===== config.mk =====
export PLATFORM = sky130hd
export DESIGN_NAME = anton_neopixel_bus_arbiter_flat
export DESIGN_NICKNAME = d
export VERILOG_FILES = /design/src/rtl/anton_neopixel_bus_arbiter_if.sv /design/src/rtl/anton_neopixel_bus_arbiter.sv /design/src/flat_wrapper.sv
export SDC_FILE = /design/constraint.sdc
export NUM_CORES = 1
export LEC_CHECK = 0
export CAP_MARGIN = 30
export CORE_AREA = 2 2 89 91
export CTS_BUF_LIST = sky130_fd_sc_hd__clkbuf_4 sky130_fd_sc_hd__clkbuf_8
export DETAILED_ROUTE_END_ITERATION = 10
export DIE_AREA = 0 0 91 93
export PLACE_DENSITY = 0.8
export RECOVER_POWER = 50
export SLEW_MARGIN = 20
export SYNTH_ARGS = -nofsm -noshare
export SYNTH_HDL_FRONTEND = slang
export SYNTH_SLANG_ARGS = --single-unit

===== constraint.sdc =====
create_clock -name busClk -period 1.7 [get_ports busClk]
set_input_delay 0.17 -clock busClk [delete_from_list [all_inputs] [get_ports busClk]]
set_output_delay 0.17 -clock busClk [all_outputs]
set_load 0.01 [all_outputs]

===== src/rtl/anton_neopixel_bus_arbiter_if.sv =====
// Requester handshakes and the neopixel register bus, bundled for the arbiter
// (slave view) and the surrounding masters/neopixel module (master view).
interface anton_neopixel_bus_arbiter_if;
    logic        aValid;
    logic        aWrite;
    logic [13:0] aAddr;
    logic [7:0]  aData;
    logic        aReady;
    logic        aRspValid;
    logic [7:0]  aRspData;
    logic        aRspErr;

    logic        bValid;
    logic        bWrite;
    logic [13:0] bAddr;
    logic [7:0]  bData;
    logic        bReady;
    logic        bRspValid;
    logic [7:0]  bRspData;
    logic        bRspErr;

    logic [13:0] busAddr;
    logic [7:0]  busDataIn;
    logic        busWrite;
    logic        busRead;
    logic [7:0]  busDataOut;

    modport slave (
        input  aValid, aWrite, aAddr, aData,
        output aReady, aRspValid, aRspData, aRspErr,
        input  bValid, bWrite, bAddr, bData,
        output bReady, bRspValid, bRspData, bRspErr,
        output busAddr, busDataIn, busWrite, busRead,
        input  busDataOut
    );

    modport master (
        output aValid, aWrite, aAddr, aData,
        input  aReady, aRspValid, aRspData, aRspErr,
        output bValid, bWrite, bAddr, bData,
        input  bReady, bRspValid, bRspData, bRspErr,
        input  busAddr, busDataIn, busWrite, busRead,
        output busDataOut
    );
endinterface


===== src/rtl/anton_neopixel_bus_arbiter.sv =====
// Round-robin arbiter sharing the neopixel 8-bit register bus between requester A
// (CPU/MSS) and requester B (frame upload); one single-access transaction at a time.
module anton_neopixel_bus_arbiter #(
    parameter logic [13:0] ADDR_MAX     = 14'h3FFF,
    parameter int unsigned READ_LATENCY = 1
) (
    input  logic                         busClk,
    input  logic                         busReset,
    anton_neopixel_bus_arbiter_if.slave  bif,
    output logic                         busy
);

    typedef enum logic [1:0] {
        IDLE,
        ACCESS,
        WAIT,
        DONE
    } state_t;

    typedef enum logic {
        REQ_A,
        REQ_B
    } req_t;

    localparam logic [3:0] WAIT_INIT = 4'(READ_LATENCY - 1);

    state_t      state_q;
    req_t        rr_last_q;
    req_t        owner_q;
    logic        write_q;
    logic [3:0]  wait_cnt_q;
    logic        busy_q;

    logic [13:0] bus_addr_q;
    logic [7:0]  bus_wdata_q;
    logic        bus_write_q;
    logic        bus_read_q;

    logic        a_rsp_valid_q;
    logic        a_rsp_err_q;
    logic [7:0]  a_rsp_data_q;
    logic        b_rsp_valid_q;
    logic        b_rsp_err_q;
    logic [7:0]  b_rsp_data_q;

    logic        grant_a;
    logic        grant_b;
    logic        accept;
    req_t        win_id;
    logic        win_is_a;
    logic        win_write;
    logic [13:0] win_addr;
    logic [7:0]  win_data;
    logic        win_err;
    logic        owner_is_a;

    // On a tie the requester that did not win last time gets the bus.
    always_comb begin
        grant_a = 1'b0;
        grant_b = 1'b0;
        if (state_q == IDLE) begin
            grant_a = bif.aValid & (~bif.bValid | (rr_last_q == REQ_B));
            grant_b = bif.bValid & (~bif.aValid | (rr_last_q == REQ_A));
        end
        accept     = grant_a | grant_b;
        win_id     = grant_b ? REQ_B : REQ_A;
        win_is_a   = ~grant_b;
        win_write  = grant_b ? bif.bWrite : bif.aWrite;
        win_addr   = grant_b ? bif.bAddr  : bif.aAddr;
        win_data   = grant_b ? bif.bData  : bif.aData;
        win_err    = (win_addr > ADDR_MAX);
        owner_is_a = (owner_q == REQ_A);
    end

    always_ff @(posedge busClk or posedge busReset) begin
        if (busReset) begin
            state_q       <= IDLE;
            rr_last_q     <= REQ_B;
            owner_q       <= REQ_A;
            write_q       <= 1'b0;
            wait_cnt_q    <= '0;
            busy_q        <= 1'b0;
            bus_addr_q    <= '0;
            bus_wdata_q   <= '0;
            bus_write_q   <= 1'b0;
            bus_read_q    <= 1'b0;
            a_rsp_valid_q <= 1'b0;
            a_rsp_err_q   <= 1'b0;
            a_rsp_data_q  <= '0;
            b_rsp_valid_q <= 1'b0;
            b_rsp_err_q   <= 1'b0;
            b_rsp_data_q  <= '0;
        end else begin
            case (state_q)
                IDLE: begin
                    if (accept) begin
                        rr_last_q <= win_id;
                        owner_q   <= win_id;
                        write_q   <= win_write;
                        busy_q    <= 1'b1;
                        // Out-of-range requests answer straight away and leave the bus untouched.
                        if (win_err) begin
                            state_q       <= DONE;
                            a_rsp_valid_q <= win_is_a;
                            a_rsp_err_q   <= win_is_a;
                            b_rsp_valid_q <= ~win_is_a;
                            b_rsp_err_q   <= ~win_is_a;
                        end else begin
                            state_q     <= ACCESS;
                            bus_addr_q  <= win_addr;
                            bus_wdata_q <= win_data;
                            bus_write_q <= win_write;
                            bus_read_q  <= ~win_write;
                        end
                    end
                end
                ACCESS: begin
                    bus_write_q <= 1'b0;
                    bus_read_q  <= 1'b0;
                    if (write_q) begin
                        state_q       <= DONE;
                        a_rsp_valid_q <= owner_is_a;
                        b_rsp_valid_q <= ~owner_is_a;
                    end else begin
                        state_q    <= WAIT;
                        wait_cnt_q <= WAIT_INIT;
                    end
                end
                WAIT: begin
                    if (wait_cnt_q == '0) begin
                        state_q       <= DONE;
                        a_rsp_valid_q <= owner_is_a;
                        b_rsp_valid_q <= ~owner_is_a;
                        a_rsp_data_q  <= owner_is_a ? bif.busDataOut : '0;
                        b_rsp_data_q  <= owner_is_a ? '0 : bif.busDataOut;
                    end else begin
                        wait_cnt_q <= wait_cnt_q - 4'd1;
                    end
                end
                DONE: begin
                    state_q       <= IDLE;
                    busy_q        <= 1'b0;
                    a_rsp_valid_q <= 1'b0;
                    a_rsp_err_q   <= 1'b0;
                    a_rsp_data_q  <= '0;
                    b_rsp_valid_q <= 1'b0;
                    b_rsp_err_q   <= 1'b0;
                    b_rsp_data_q  <= '0;
                end
                default: state_q <= IDLE;
            endcase
        end
    end

    assign bif.aReady    = grant_a;
    assign bif.bReady    = grant_b;
    assign bif.aRspValid = a_rsp_valid_q;
    assign bif.aRspErr   = a_rsp_err_q;
    assign bif.aRspData  = a_rsp_data_q;
    assign bif.bRspValid = b_rsp_valid_q;
    assign bif.bRspErr   = b_rsp_err_q;
    assign bif.bRspData  = b_rsp_data_q;
    assign bif.busAddr   = bus_addr_q;
    assign bif.busDataIn = bus_wdata_q;
    assign bif.busWrite  = bus_write_q;
    assign bif.busRead   = bus_read_q;
    assign busy          = busy_q;

endmodule


===== src/flat_wrapper.sv =====
// flat-port wrapper written by rule: the top's interface ports become plain ports
module anton_neopixel_bus_arbiter_flat 
#(
    parameter logic [13:0] ADDR_MAX     = 14'h3FFF,
    parameter int unsigned READ_LATENCY = 1
)
  (busClk, busReset, busy, bif_aValid, bif_aWrite, bif_aAddr, bif_aData, bif_aReady, bif_aRspValid, bif_aRspData, bif_aRspErr, bif_bValid, bif_bWrite, bif_bAddr, bif_bData, bif_bReady, bif_bRspValid, bif_bRspData, bif_bRspErr, bif_busAddr, bif_busDataIn, bif_busWrite, bif_busRead, bif_busDataOut);
  anton_neopixel_bus_arbiter_if bif_i ();
  input  logic busClk;
  input  logic busReset;
  output logic busy;
  input wire logic [$bits(bif_i.aValid)-1:0] bif_aValid;
  input wire logic [$bits(bif_i.aWrite)-1:0] bif_aWrite;
  input wire logic [$bits(bif_i.aAddr)-1:0] bif_aAddr;
  input wire logic [$bits(bif_i.aData)-1:0] bif_aData;
  output wire logic [$bits(bif_i.aReady)-1:0] bif_aReady;
  output wire logic [$bits(bif_i.aRspValid)-1:0] bif_aRspValid;
  output wire logic [$bits(bif_i.aRspData)-1:0] bif_aRspData;
  output wire logic [$bits(bif_i.aRspErr)-1:0] bif_aRspErr;
  input wire logic [$bits(bif_i.bValid)-1:0] bif_bValid;
  input wire logic [$bits(bif_i.bWrite)-1:0] bif_bWrite;
  input wire logic [$bits(bif_i.bAddr)-1:0] bif_bAddr;
  input wire logic [$bits(bif_i.bData)-1:0] bif_bData;
  output wire logic [$bits(bif_i.bReady)-1:0] bif_bReady;
  output wire logic [$bits(bif_i.bRspValid)-1:0] bif_bRspValid;
  output wire logic [$bits(bif_i.bRspData)-1:0] bif_bRspData;
  output wire logic [$bits(bif_i.bRspErr)-1:0] bif_bRspErr;
  output wire logic [$bits(bif_i.busAddr)-1:0] bif_busAddr;
  output wire logic [$bits(bif_i.busDataIn)-1:0] bif_busDataIn;
  output wire logic [$bits(bif_i.busWrite)-1:0] bif_busWrite;
  output wire logic [$bits(bif_i.busRead)-1:0] bif_busRead;
  input wire logic [$bits(bif_i.busDataOut)-1:0] bif_busDataOut;
  assign bif_i.aValid = bif_aValid;
  assign bif_i.aWrite = bif_aWrite;
  assign bif_i.aAddr = bif_aAddr;
  assign bif_i.aData = bif_aData;
  assign bif_aReady = bif_i.aReady;
  assign bif_aRspValid = bif_i.aRspValid;
  assign bif_aRspData = bif_i.aRspData;
  assign bif_aRspErr = bif_i.aRspErr;
  assign bif_i.bValid = bif_bValid;
  assign bif_i.bWrite = bif_bWrite;
  assign bif_i.bAddr = bif_bAddr;
  assign bif_i.bData = bif_bData;
  assign bif_bReady = bif_i.bReady;
  assign bif_bRspValid = bif_i.bRspValid;
  assign bif_bRspData = bif_i.bRspData;
  assign bif_bRspErr = bif_i.bRspErr;
  assign bif_busAddr = bif_i.busAddr;
  assign bif_busDataIn = bif_i.busDataIn;
  assign bif_busWrite = bif_i.busWrite;
  assign bif_busRead = bif_i.busRead;
  assign bif_i.busDataOut = bif_busDataOut;
  anton_neopixel_bus_arbiter #(.ADDR_MAX(ADDR_MAX), .READ_LATENCY(READ_LATENCY)) u_core (.busClk(busClk), .busReset(busReset), .bif(bif_i), .busy(busy));
endmodule

==> flow_metrics.tcl <==
set metrics [dict create \
    violations "negative setup slack" \
    leakage_uw 0.001799 \
    reg2regPathDepth 6 \
    status "complete, but fails checks" \
    synth.distinct_cells 38 \
    io_pins 105 \
    die_y_um 93 \
    cts.sinks 54 \
    reg2reg_from "u_core.wait_cnt_q[0]" \
    cts_tree "built" \
    cts_buffer_depth 2 \
    rsz0062_at_grt "true" \
    clkSlewWorstSetupHoldPaths_ps 100 \
    worst_setup_path_end_kind "flip-flop" \
    portBuffers 104 \
    grt_first_pass_wirelength_um 10500 \
    cp-endpoint "u_core.bif.aRspValid" \
    critPathLaunchType "flip-flop" \
    async_flop_share_pct 100.0 \
    setup_tns_ps -8.203 \
    antenna_cells 0 \
    via_per_inst 4.634 \
    cts_root_buf "clkbuf_8" \
    critPathKind "reg2reg" \
    die_width_um 91 \
    drtIter0Drc 64 \
    place_inst 473 \
    nFillCells 696 \
    place_congestion 0.8139 \
    ant_nets 0 \
    grt_util_all_layers_pct 15.40 \
    num_rows 32 \
    yosysWarningCount 0 \
    vias 2280 \
    synth.avg_cell_area_um2 9.917 \
    slowest_stage "dfrtp_1" \
    reg2reg_to "u_core.bif.aRspValid" \
    peakVddDrop_v 0.0006920 \
    cp_max_fo 3 \
    hp-class "in2async" \
    fin_ws_ps -8.203 \
    tightest_slew_ps 705.0 \
    max_stage_delay_ps 410 \
    drc 0 \
    grt_pass1_vias 2292 \
    core-area_mm2 0.007527 \
    die_area_mm2 0.008463 \
    synth-edff-count 0 \
    clkLatencyLatePin_ps 300 \
    drt_wl_total_um 6303 \
    slew_headroom_pct 52.95 \
    ys_seq_area_share_pct 53.07 \
    setup_violations 1 \
    startpoint "u_core.wait_cnt_q[0]" \
    synthesis.area_mm2 0.002549 \
    avgRoutedWirePerCell_um 12.81 \
    powerDensity_mw_per_mm2 1612 \
    htree_levels 2 \
    antenna_found_initial 0 \
    finalMaxSlewViolations 0 \
    r2r_setup_slack_ps -8 \
    syn_inst 257 \
    cts_buffers 5 \
    final_cells 492 \
    post-dp-hpwl_um 4792 \
    synth_nets 322 \
    initial_core_util_pct 33.86 \
    crit_chain "inv_2 > ha_4 > or3b_4 > a221oi_4 > o211ai_1 > o21a_1" \
    crit_required_ps 1890 \
    fin_util_pct 54.47 \
    drive_above_1_share_pct 15.38 \
    synthFlopType "dfrtp_1" \
    grt_remaining_overflow 0 \
    arrival_ps 1900 \
    maxCapViolations 0 \
    grt_max_degree 44 \
    first_pass_iters 4 \
    hold_viol 0 \
    nNetsFinal 454 \
    finalWorstPathRequiredPeriod_ps 1708 \
    ys_seq_elements 54 \
    syn_to_final_growth_pct 60.87 \
    clock_skew_ps 9.938 \
    fin_crit_sh_pct 100.5 \
    fmax_ghz 0.5854 \
]
## synthesized netlist by cell type (2+ instances only)
cell       n  share of area, %
o21ai_1    2              0.39
nor2b_1    3              0.74
o211ai_1   2              0.59
o31ai_1    2              0.59
dfrtp_1   53                52
nor2_1     5              0.74
or3_1      2              0.49
buf_6      3               1.3
o21ai_0   42               8.2
nand2_1   62               9.1
clkbuf_1   7               1.0
o21a_1     2              0.59
ha_1       7               3.4
mux2i_1   24               9.4
a21oi_1    7               1.4
a21o_1     2              0.59
inv_1     10               1.5
buf_2      2              0.39
## critical path, delay by kind of cell (launching register included)
family	cells	cell delay (ps)
AO/OA/AOI/OAI	3	580
flip-flops	1	410
AND/OR/NAND/NOR	1	410
adder cells (fa/ha/maj)	1	130
buffers and inverters	1	80
## cell families (layout without fill, tap and decap cells)
family	after synthesis	after routing	synth area share [%]
compound gates	68	68	16.10
fa+ha+maj	7	7	3.436
buf+inv	24	157	4.664
flops	54	54	53.07
mux	24	24	9.426
simple gates	80	80	13.30
## metrics by stage
step	hold WS [ps]	area, µm²	power (µW)	setup WS (ps)
floorplan	306.0	2550	3939	16.47
global placement	459.7	3876	5654	29.90
detailed placement	469.2	3876	5762	-27.12
CTS	177.4	4011	6640	-2.151
global route	461.5	4100	7142	-74.07
finish	414.7	4100	6610	-8.203
## state kept, by name, summed over array words and instances (netlist names)
name	count
u_core.bif.busAddr	14
u_core.bif.aRspData	8
u_core.bif.bRspData	8
u_core.bif.busDataIn	8
u_core.wait_cnt_q	4
u_core.state_q	2
u_core.bif.aRspErr	1
u_core.bif.aRspValid	1
u_core.bif.bRspErr	1
u_core.bif.bRspValid	1
u_core.bif.busRead	1
u_core.bif.busWrite	1
u_core.busy	1
u_core.owner_q	1
u_core.rr_last_q	1
u_core.write_q	1
## report_power, final
part	internal, µW	leakage, µW	switching, µW
combinational	1880	0.00106	1720
sequential	1850	0.000685	294
clock	456	0.0000548	416
## placed cells by master, fill, tap and decap left out, types with 2 or more instances in the layout
cell | synthesis | routed
nor2_1 | 5 | 5
buf_12 | 0 | 3
buf_4 | 1 | 28
o21a_1 | 2 | 2
nor2b_1 | 3 | 3
dfrtp_1 | 53 | 53
o21ai_0 | 42 | 41
or3_1 | 2 | 2
clkbuf_2 | 0 | 3
o21ai_1 | 2 | 2
mux2i_2 | 0 | 2
inv_1 | 10 | 8
nand2_1 | 62 | 62
clkbuf_1 | 7 | 2
dlygate4sd3_1 | 0 | 19
o211ai_1 | 2 | 2
inv_2 | 0 | 2
clkdlybuf4s50_1 | 0 | 83
ha_2 | 0 | 3
o31ai_1 | 2 | 2
a21oi_1 | 7 | 7
ha_1 | 7 | 3
mux2i_1 | 24 | 21
a21o_1 | 2 | 2
clkbuf_8 | 0 | 5
## routing by layer
metal  up-vias  GRT usage (%)  wire length, µm
li1       1140              -                -
met2        76          27.53             3199
met5         -              0                0
met3         5          5.318              476
met4         0          4.419               71
met1      1059          17.45             2556
## final cells by class
class | count | area (µm²) | area share [%]
repair buffers | 139 | 1323 | 32.26
well taps | 102 | 127.6 | 3.113
flip-flops and latches | 54 | 1353 | 32.99
clock buffers | 6 | 76.32 | 1.861
inverters | 10 | 37.54 | 0.9155
clock inverters | 2 | 37.54 | 0.9155
multi-input cells | 179 | 1146 | 27.95
## worst min-delay path by stage
| stage | startpoint | slack [ps] | cells past startpoint | end |
|---|---|---|---|---|
| after floorplan | bif_busDataOut[0] | 310 | 2 | u_core.bif.aRspData[0] |
| after CTS | busReset | 180 | 2 | u_core.bif.busDataIn[4] |
| after global placement | u_core.bif.busAddr[13] | 460 | 2 | u_core.bif.busAddr[13] |
| after detailed placement | u_core.bif.bRspData[7] | 470 | 2 | u_core.bif.bRspData[7] |
| final | busReset | 410 | 2 | u_core.bif.busAddr[10] |
| after global routing | busReset | 460 | 2 | u_core.state_q[1] |
## timing repair
action,4_1_cts,5_1_grt
hold endpoints to repair,0,0
endpoints found under the setup margin,6,39
pin swaps,2,3
setup buffers,2,9
hold buffers,0,0
resized for setup,6,12
(Power assumes the default switching activity.)
